## src/rtl/seg7_pkg.sv

```systemverilog
// seg7_pkg: glyph constants, pattern type and capture FSM states shared by the
// 7-segment readback decoder. Segment order is bit6=a ... bit0=g, active low.
package seg7_pkg;

  typedef logic [6:0] seg7_pattern_t;

  localparam seg7_pattern_t SEG7_GLYPH_0 = 7'b0000001;
  localparam seg7_pattern_t SEG7_GLYPH_1 = 7'b1001111;
  localparam seg7_pattern_t SEG7_GLYPH_2 = 7'b0010010;
  localparam seg7_pattern_t SEG7_GLYPH_3 = 7'b0000110;
  localparam seg7_pattern_t SEG7_GLYPH_4 = 7'b1001100;
  localparam seg7_pattern_t SEG7_GLYPH_5 = 7'b0100100;
  localparam seg7_pattern_t SEG7_GLYPH_6 = 7'b0100000;
  localparam seg7_pattern_t SEG7_GLYPH_7 = 7'b0001111;
  localparam seg7_pattern_t SEG7_GLYPH_8 = 7'b0000000;
  localparam seg7_pattern_t SEG7_GLYPH_9 = 7'b0001100;
  localparam seg7_pattern_t SEG7_GLYPH_A = 7'b0001000;
  localparam seg7_pattern_t SEG7_GLYPH_B = 7'b1100000;
  localparam seg7_pattern_t SEG7_GLYPH_C = 7'b0110001;
  localparam seg7_pattern_t SEG7_GLYPH_E = 7'b0110000;
  localparam seg7_pattern_t SEG7_GLYPH_F = 7'b0111000;
  localparam seg7_pattern_t SEG7_BLANK   = 7'h7F;

  // IDLE: no valid selection; SETTLE: counting identical samples; HOLD: captured.
  typedef enum logic [1:0] {
    IDLE   = 2'd0,
    SETTLE = 2'd1,
    HOLD   = 2'd2
  } seg7_cap_state_t;

endpackage

```

## src/rtl/seg7_pattern_decode.sv

```systemverilog
// seg7_pattern_decode: combinational glyph-to-nibble lookup. A pattern is either
// a recognised hex glyph (is_valid), all segments off (is_blank), or neither.
// The value 13 has no glyph and is never produced.
module seg7_pattern_decode
  import seg7_pkg::*;
(
  input  logic [6:0] seg_n,
  output logic [3:0] nibble,
  output logic       is_valid,
  output logic       is_blank
);

  // Table lookup; anything not listed falls to the unrecognised default.
  always_comb begin
    nibble   = 4'h0;
    is_valid = 1'b1;
    is_blank = 1'b0;
    case (seg_n)
      SEG7_GLYPH_0: nibble = 4'h0;
      SEG7_GLYPH_1: nibble = 4'h1;
      SEG7_GLYPH_2: nibble = 4'h2;
      SEG7_GLYPH_3: nibble = 4'h3;
      SEG7_GLYPH_4: nibble = 4'h4;
      SEG7_GLYPH_5: nibble = 4'h5;
      SEG7_GLYPH_6: nibble = 4'h6;
      SEG7_GLYPH_7: nibble = 4'h7;
      SEG7_GLYPH_8: nibble = 4'h8;
      SEG7_GLYPH_9: nibble = 4'h9;
      SEG7_GLYPH_A: nibble = 4'hA;
      SEG7_GLYPH_B: nibble = 4'hB;
      SEG7_GLYPH_C: nibble = 4'hC;
      SEG7_GLYPH_E: nibble = 4'hE;
      SEG7_GLYPH_F: nibble = 4'hF;
      SEG7_BLANK: begin
        is_valid = 1'b0;
        is_blank = 1'b1;
      end
      default: is_valid = 1'b0;
    endcase
  end

endmodule

```

## src/rtl/seg7_capture_decoder.sv

```systemverilog
// seg7_capture_decoder: samples a multiplexed active-low 7-segment bus, waits for
// STABLE_CYCLES identical synchronised (select, segment) samples, then latches
// the decoded nibble for the selected digit. capture_stb rises
// SYNC_STAGES + STABLE_CYCLES - 1 clocks after the edge that first samples a
// new bus value. Optional macro SEG7_DP_EN adds the decimal point (dp_n in,
// digit_dp out, dp lit = 1), which also takes part in the stability compare.
module seg7_capture_decoder
  import seg7_pkg::*;
#(
  parameter int NUM_DIGITS    = 4,
  parameter int STABLE_CYCLES = 4,
  parameter int SYNC_STAGES   = 2
) (
  input  logic                          clk,
  input  logic                          rst_n,
  input  logic [6:0]                    seg_n,
  input  logic [NUM_DIGITS-1:0]         dig_sel_n,
`ifdef SEG7_DP_EN
  input  logic                          dp_n,
  output logic [NUM_DIGITS-1:0]         digit_dp,
`endif
  input  logic                          clr_err,
  output logic [4*NUM_DIGITS-1:0]       values,
  output logic [NUM_DIGITS-1:0]         digit_valid,
  output logic [NUM_DIGITS-1:0]         digit_blank,
  output logic                          capture_stb,
  output logic [$clog2(NUM_DIGITS)-1:0] capture_idx,
  output logic                          frame_done,
  output logic                          err_pattern
);

  localparam int IDX_W = $clog2(NUM_DIGITS);
`ifdef SEG7_DP_EN
  localparam int PW = NUM_DIGITS + 8;
`else
  localparam int PW = NUM_DIGITS + 7;
`endif
  localparam logic [7:0] STABLE_CNT = 8'(STABLE_CYCLES);

  // Packed sample: {[dp_n,] seg_n, dig_sel_n}
  logic [PW-1:0]         pair_in;
  logic [PW-1:0]         sync_q [SYNC_STAGES];
  logic [PW-1:0]         pair;
  logic [PW-1:0]         prev_q;
  logic [NUM_DIGITS-1:0] sel;
  seg7_pattern_t         seg;
  logic                  sel_ok;
  logic                  changed;
  logic [IDX_W-1:0]      sel_idx;

  seg7_cap_state_t       state_q, state_d;
  logic [7:0]            cnt_q, cnt_d;
  logic                  cap;
  logic [NUM_DIGITS-1:0] cap_mask;
  logic [NUM_DIGITS-1:0] seen_q;
  logic                  frame_full;

  logic [3:0]            dec_nibble;
  logic                  dec_valid;
  logic                  dec_blank;

`ifdef SEG7_DP_EN
  assign pair_in = {dp_n, seg_n, dig_sel_n};
`else
  assign pair_in = {seg_n, dig_sel_n};
`endif

  assign pair       = sync_q[SYNC_STAGES-1];
  assign sel        = pair[NUM_DIGITS-1:0];
  assign seg        = pair[NUM_DIGITS +: 7];
  assign sel_ok     = $onehot(~sel);
  assign changed    = (pair != prev_q);
  assign cap_mask   = cap ? ~sel : {NUM_DIGITS{1'b0}};
  assign frame_full = &seen_q;

  seg7_pattern_decode u_decode (
    .seg_n    (seg),
    .nibble   (dec_nibble),
    .is_valid (dec_valid),
    .is_blank (dec_blank)
  );

  // Input synchroniser chain plus the previous synchronised sample for the compare.
  always_ff @(posedge clk or negedge rst_n) begin
    if (!rst_n) begin
      for (int i = 0; i < SYNC_STAGES; i++) sync_q[i] <= '0;
      prev_q <= '0;
    end else begin
      sync_q[0] <= pair_in;
      for (int i = 1; i < SYNC_STAGES; i++) sync_q[i] <= sync_q[i-1];
      prev_q <= pair;
    end
  end

  // Index of the single low select bit (only meaningful when sel_ok).
  always_comb begin
    sel_idx = '0;
    for (int i = 0; i < NUM_DIGITS; i++) begin
      if (!sel[i]) sel_idx = IDX_W'(i);
    end
  end

  // Capture FSM state and stability counter.
  always_ff @(posedge clk or negedge rst_n) begin
    if (!rst_n) begin
      state_q <= IDLE;
      cnt_q   <= '0;
    end else begin
      state_q <= state_d;
      cnt_q   <= cnt_d;
    end
  end

  // Next state: a run of identical valid samples reaching STABLE_CYCLES captures once.
  always_comb begin
    state_d = state_q;
    cnt_d   = cnt_q;
    cap     = 1'b0;
    case (state_q)
      IDLE: begin
        if (sel_ok) begin
          state_d = SETTLE;
          cnt_d   = 8'd1;
        end
      end
      SETTLE: begin
        if (!sel_ok) begin
          state_d = IDLE;
          cnt_d   = '0;
        end else if (changed) begin
          cnt_d = 8'd1;
        end else begin
          cnt_d = cnt_q + 8'd1;
          if (cnt_q + 8'd1 == STABLE_CNT) begin
            cap     = 1'b1;
            state_d = HOLD;
          end
        end
      end
      HOLD: begin
        if (!sel_ok) begin
          state_d = IDLE;
          cnt_d   = '0;
        end else if (changed) begin
          state_d = SETTLE;
          cnt_d   = 8'd1;
        end
      end
      default: begin
        state_d = IDLE;
        cnt_d   = '0;
      end
    endcase
  end

  // Registered results: per-digit latch on capture, frame tracking, sticky error.
  always_ff @(posedge clk or negedge rst_n) begin
    if (!rst_n) begin
      values      <= '0;
      digit_valid <= '0;
      digit_blank <= '0;
      capture_stb <= 1'b0;
      capture_idx <= '0;
      frame_done  <= 1'b0;
      err_pattern <= 1'b0;
      seen_q      <= '0;
`ifdef SEG7_DP_EN
      digit_dp    <= '0;
`endif
    end else begin
      capture_stb <= cap;
      frame_done  <= frame_full;
      // A capture on the pulse edge starts the next frame's mask.
      seen_q      <= (frame_full ? {NUM_DIGITS{1'b0}} : seen_q) | cap_mask;
      if (cap) capture_idx <= sel_idx;
      for (int i = 0; i < NUM_DIGITS; i++) begin
        if (cap_mask[i]) begin
          if (dec_valid) begin
            values[4*i +: 4] <= dec_nibble;
            digit_valid[i]   <= 1'b1;
            digit_blank[i]   <= 1'b0;
          end else if (dec_blank) begin
            values[4*i +: 4] <= 4'h0;
            digit_valid[i]   <= 1'b0;
            digit_blank[i]   <= 1'b1;
          end else begin
            digit_valid[i]   <= 1'b0;
            digit_blank[i]   <= 1'b0;
          end
`ifdef SEG7_DP_EN
          digit_dp[i] <= ~pair[PW-1];
`endif
        end
      end
      // A new error beats a simultaneous clear.
      if (cap && !dec_valid && !dec_blank) err_pattern <= 1'b1;
      else if (clr_err)                    err_pattern <= 1'b0;
    end
  end

endmodule

```

## config.mk

```make
export PLATFORM = sky130hd
export DESIGN_NAME = seg7_capture_decoder
export DESIGN_NICKNAME = d
export VERILOG_FILES = /design/src/rtl/seg7_pkg.sv /design/src/rtl/seg7_pattern_decode.sv /design/src/rtl/seg7_capture_decoder.sv
export SDC_FILE = /design/constraint.sdc
export NUM_CORES = 1
export LEC_CHECK = 0
export ABC_AREA = 0
export CAP_MARGIN = 10
export CORE_MARGIN = 2
export CORE_UTILIZATION = 45
export DETAILED_ROUTE_END_ITERATION = 16
export PLACE_DENSITY = 0.78
export SLEW_MARGIN = 20
export SYNTH_ARGS = -nofsm -noshare
export SYNTH_HDL_FRONTEND = slang
export SYNTH_SLANG_ARGS = --single-unit
```

## constraint.sdc

```tcl
create_clock -name clk -period 3.95 [get_ports clk]
set_clock_uncertainty 0.2 [all_clocks]
set_input_delay 0.79 -clock clk [delete_from_list [all_inputs] [get_ports clk]]
set_output_delay 0.79 -clock clk [all_outputs]
set_load 0.02 [all_outputs]
```

==> results of run 1 <==
metrics by stage:
| stage | util | power, uW | cells | area, sq um | hold WS (ps) |
|---|---|---|---|---|---|
| final | 0.556 | 1540 | 429 | 3990 | 153 |
| after global routing | 0.556 | 1610 | 429 | 3990 | 159 |
| after CTS | 0.556 | 1550 | 429 | 3990 | 154 |
| after detailed placement | 0.528 | 962 | 413 | 3790 | 135 |
| after global placement | 0.528 | 958 | 413 | 3790 | 133 |
| after floorplan | - | 916 | 282 | 3310 | 131 |
critical path, cell delays in order, from the launching register on:
cell     delay (ps)
dfrtp_1         460
fa_1            560
inv_1            40
ha_1            180
ha_1            280
nor3b_1         410
nand4_4         290
nor3_2          410
nand2_1         110
mux2_1          330
cells in the mapped netlist, types with 2 or more instances:
| cell type | count |
|---|---|
| or3b_1 | 2 |
| nor2b_1 | 2 |
| a22o_1 | 3 |
| or3_1 | 3 |
| nor4_4 | 2 |
| a21oi_1 | 23 |
| nand3_1 | 7 |
| nor2_1 | 20 |
| inv_1 | 8 |
| nor3_1 | 3 |
| ha_1 | 3 |
| buf_2 | 7 |
| and3_1 | 2 |
| nand4b_1 | 3 |
| nor3_2 | 5 |
| and4b_1 | 2 |
| nand2b_1 | 2 |
| a211oi_1 | 2 |
| xnor2_1 | 4 |
| dfrtp_1 | 76 |
| xor2_1 | 11 |
| nand2_1 | 26 |
| o21ai_0 | 4 |
| or3_4 | 4 |
| nor4_1 | 2 |
| o21ai_1 | 12 |
| nor4b_1 | 2 |
| a31oi_1 | 6 |
| mux2_1 | 5 |
| nand4_1 | 2 |
how the worst max path moves through the flow:
| stage | cells past startpoint | to |
|---|---|---|
| floorplan | 10 | values[9] |
| global placement | 9 | values[1] |
| detailed placement | 9 | values[1] |
| CTS | 9 | values[1] |
| global route | 9 | values[1] |
| finish | 9 | values[13] |
cell type report:
type | count | area (sq um)
fill | 615 | 3190
sequential | 76 | 1900
multi-input combinational | 188 | 1320
timing repair buffer | 42 | 418
clock buffer | 9 | 124
tap | 99 | 124
clock inverter | 7 | 75.1
inverter | 8 | 30.0
metal layers:
layer	up-vias	part of all wire	track usage
li1	1092	-	-
met1	1095	0.46	0.217
met2	66	0.48	0.271
met3	17	0.044	0.0386
met4	0	0.025	0.0833
met5	-	0	0
registers in the layout (all words and copies together) (netlist names):
name,cells
digit_blank,4
err_pattern,1
seen_q,4
frame_done,1
capture_stb,1
prev_q,11
cnt_q,8
pair,11
digit_valid,4
values,16
capture_idx,2
state_q,2
sync_q,11
kinds of logic (layout without fill, tap and decap cells):
family,after synthesis,after routing,synth area share
XOR/XNOR,15,15,0.0397
AND/OR/NAND/NOR,100,100,0.195
buffers and inverters,18,66,0.0265
AO/OA/AOI/OAI,63,63,0.126
adder cells (fa/ha/maj),4,4,0.0174
flip-flops,76,76,0.575
multiplexers,6,6,0.0201
power by group:
part	switching [uW]	total [uW]	internal (uW)
registers	33.9	834	800
clock network	299	594	295
logic	65.9	112	46.4
total	399	1540	1140
==> impl_metrics.ini, run 1 <==
[run_status]
outcome = complete, no violations

[setup_path]
r2r_end = values[13]
r2r_slack_ps = 580
startpoint = pair[0]
start_kind = flop
r2r_cells = 9
timing.rr.start = pair[0]
worstSetupEndpointType = flop
critical_path_arrival_ps = 3400
cp.required_ps = 3980
critPathKind = flop to flop
worst-path-max-fanout = 14

[global_route]
gr-total-overflow = 0
antenna_found_initial = 0
grt_max_degree = 77
grtUsageTotal = 0.169
grt_pass1_wl_um = 10800
grt_pass1_vias = 2252

[clock_tree]
path_clk_slew_ps = 80
hold_buffers = 0
clk_latency_ps = 350
cts_tree = done
clock_sinks = 76
post_cts_resized = 0
htreeDepth = 3
cts_buffer_depth = 2
cts_root_buffer = clkbuf_8
cts_inserted_buffers = 9
post_cts_buffers = 0

[synthesis]
yosysWarnings = 0
async_flop_share = 1.00
ys.flop_type = dfrtp_1
netlist_area_sq_mm = 0.00331
synth_edf_count = 0
synth_area_leaders = dfrtp_1 58%, a21oi_1 3.5%, nand2_1 3.0%
yosysTopAreaCell = dfrtp_1
netlist_instances = 282
yosysTopAreaCellShare = 0.575
postSynthAreaPerCell_sq_um = 11.7
synth_seq_cells = 76
yosysSeqAreaShare = 0.575
ys_types = 59
syn-num-nets = 300

[timing]
max_freq_mhz = 296
rsz0062_at_grt = false
finalHoldViolations = 0
worst_slew_pin_slew_ps = 921
max_slew_margin = 0.386
fin_ws_ps = 576
report.final.slew_viol_count = 0
setup_viol = 0
min_period_ps = 3370
fin_crit_sh = 0.854
finalSetupTns_ps = 0

[min_path]
worstHoldPathCells = 0
min_from = sync_q[16]
hold_class = flop to flop
hold_end = pair[5]

[finish]
final_layout_size_suffix_gt1_frac = 0.112
antenna_cells = 0
syn2layout_area_growth_pct = 20.7
layout_common_cells = 76 x dfrtp_1, 41 x clkdlybuf4s50_1, 26 x nand2_1
final_common_cell = dfrtp_1
fin_nets = 343

[floorplanning]
die_w_um = 89.7
initial_core_util = 0.461
ios = 43
die_area_sq_mm = 0.00805
std_cell_rows = 31
design.core.area_sq_mm = 0.00718
die_y_um = 89.7

[detailed_routing]
wirelength_um = 6270
ant_nets = 0
drt_pass1_iterations = 4
vias = 2270
drc = 0
viasPerCell = 5.29
wire_per_inst_um = 14.6
dr.first_iter.drc_count = 136

[job]
drv_cap = 0

[placed_design]
gp_congestion = 0.796
dp_hpwl_um = 4450
portBuffers = 42
dp_slack_ps = 590

[power_and_ir_drop]
power.density_mw_per_mm2 = 386
max-vdd-ir-drop_v = 0.000335
power_leakage_uw = 0.00173
No activity file was read; power rests on OpenSTA's default activity.
==> inputs of run 2 (changes only) <==
--- a/config.mk
+++ b/config.mk
@@ -8,9 +8,9 @@
 export ABC_AREA = 0
 export CAP_MARGIN = 10
 export CORE_MARGIN = 2
-export CORE_UTILIZATION = 45
+export CORE_UTILIZATION = 35
 export DETAILED_ROUTE_END_ITERATION = 16
-export PLACE_DENSITY = 0.78
+export PLACE_DENSITY = 0.66
 export SLEW_MARGIN = 20
 export SYNTH_ARGS = -nofsm -noshare
 export SYNTH_HDL_FRONTEND = slang
==> impl_metrics.ini, run 2 (synthesis results as in run 1) <==
[global_route]
grt.busiest_layer = met2
met2_usage = 0.203
gr-total-overflow = 0
antenna_found_initial = 0
grtUsageTotal = 0.136
grt_pass1_wl_um = 10800
grt_util_met1 = 0.192
grtUsageMet3 = 0.0338
grt_max_degree = 77
grt_pass1_vias = 2169

[finish]
fin_util = 0.440
layout_common_cells = 76 x dfrtp_1, 41 x clkdlybuf4s50_1, 26 x nand2_1
design_area_sq_mm = 0.00404
final_layout_size_suffix_gt1_frac = 0.106
largest_register_ff_count = 16
syn2layout_area_growth_pct = 22.3
final_common_cell = dfrtp_1
largest-register = values
fin_nets = 343
antenna_cells = 0

[clock_tree]
post_cts_resized = 0
cts_root_buffer = clkbuf_8
hold_buffers = 0
cts_inserted_buffers = 9
clock_sinks = 76
cts_tree = done
post_cts_buffers = 0
path_clk_slew_ps = 70
htreeDepth = 3
clk_latency_ps = 340
cts_buffer_depth = 2

[min_path]
hold_end = pair[10]
hold_class = flop to flop
min_from = sync_q[21]
worstHoldPathCells = 0

[timing]
finalSetupTns_ps = 0
report.final.slew_viol_count = 0
rsz0062_at_grt = false
setup_viol = 0
worst_slew_pin_slew_ps = 926
max_slew_margin = 0.383
max_freq_mhz = 296
fin_crit_sh = 0.856
min_period_ps = 3380
finalHoldViolations = 0
fin_ws_ps = 569

[detailed_routing]
wire_per_inst_um = 14.9
viasPerCell = 5.20
wirelength_um = 6540
vias = 2290
drt_pass1_iterations = 5
ant_nets = 0
dr.first_iter.drc_count = 120
drc = 0

[placed_design]
dp_hpwl_um = 4520
portBuffers = 42
gp_congestion = 0.786
dpl-instance-area_sq_mm = 0.00380
dp_slack_ps = 575

[setup_path]
critPathKind = flop to flop
start_kind = flop
critical_path_arrival_ps = 3400
r2r_cells = 9
r2r_slack_ps = 570
r2r_end = values[1]
worst-path-max-fanout = 14
timing.rr.start = pair[0]
cp.required_ps = 3970
worstSetupEndpointType = flop

[floorplanning]
die_area_sq_mm = 0.0102
die_w_um = 101
initial_core_util = 0.359
die_y_um = 101
ios = 43
std_cell_rows = 35
design.core.area_sq_mm = 0.00920

[power_and_ir_drop]
power.density_mw_per_mm2 = 409
max-vdd-ir-drop_v = 0.000190
power_leakage_uw = 0.00175

[job]
drv_cap = 0

[run_status]
outcome = complete, no violations
-- run 2: cell count changes in the layout (fill, tap and decap cells not counted) --
cell        before  now
clkbuf_8         9   10
clkinvlp_4       3    1
bufinv_16        1    3
inv_6            2    0
clkinv_2         1    0
clkbuf_1         0    1
-- run 2: layout make-up --
| class | instances | area (sq um) |
|---|---|---|
| tap | 111 | 139 |
| inverter | 8 | 30.0 |
| clock buffer | 11 | 141 |
| timing repair buffer | 42 | 418 |
| clock inverter | 4 | 97.6 |
| sequential | 76 | 1900 |
| multi-input combinational | 188 | 1320 |
| fill | 882 | 5150 |
-- run 2: routing by layer --
metal  up-vias  wire (um)
met2        86       2980
met3         6        360
met1      1100       3110
met4         0         84
li1       1098          -
met5         -          0
-- run 2: worst max path at each step --
| stage | from | endpoint | slack [ps] | cells after the start |
|---|---|---|---|---|
| floorplan | pair[0] | values[9] | 840 | 10 |
| global placement | pair[0] | values[5] | 650 | 9 |
| detailed placement | pair[0] | values[1] | 580 | 9 |
| CTS | pair[0] | values[1] | 550 | 9 |
| global route | pair[0] | values[13] | 370 | 9 |
| finish | pair[0] | values[1] | 570 | 9 |
-- run 2: report_power, final --
part | total, uW | leakage [uW] | internal [uW] | switching [uW]
Combinational | 112 | 0.000655 | 46.4 | 65.3
Clock | 706 | 0.000116 | 434 | 272
Sequential | 835 | 0.000981 | 801 | 34.3
Total | 1650 | 0.00175 | 1280 | 371
-- run 2: worst max-delay path: stages (launching register included) --
cell     delay [ps]
dfrtp_1         450
fa_1            560
inv_1            40
ha_1            170
ha_1            280
nor3b_1         410
nand4_4         300
nor3_2          430
nand2_1         110
mux2_1          330
-- run 2: metrics by stage --
stage | instances | hold WS (ps) | total power (uW)
6_report | 440 | 150 | 1650
5_1_grt | 440 | 160 | 1730
4_1_cts | 440 | 152 | 1670
3_5_place_dp | 425 | 136 | 963
3_3_place_gp | 425 | 133 | 961
2_1_floorplan | 282 | 131 | 916
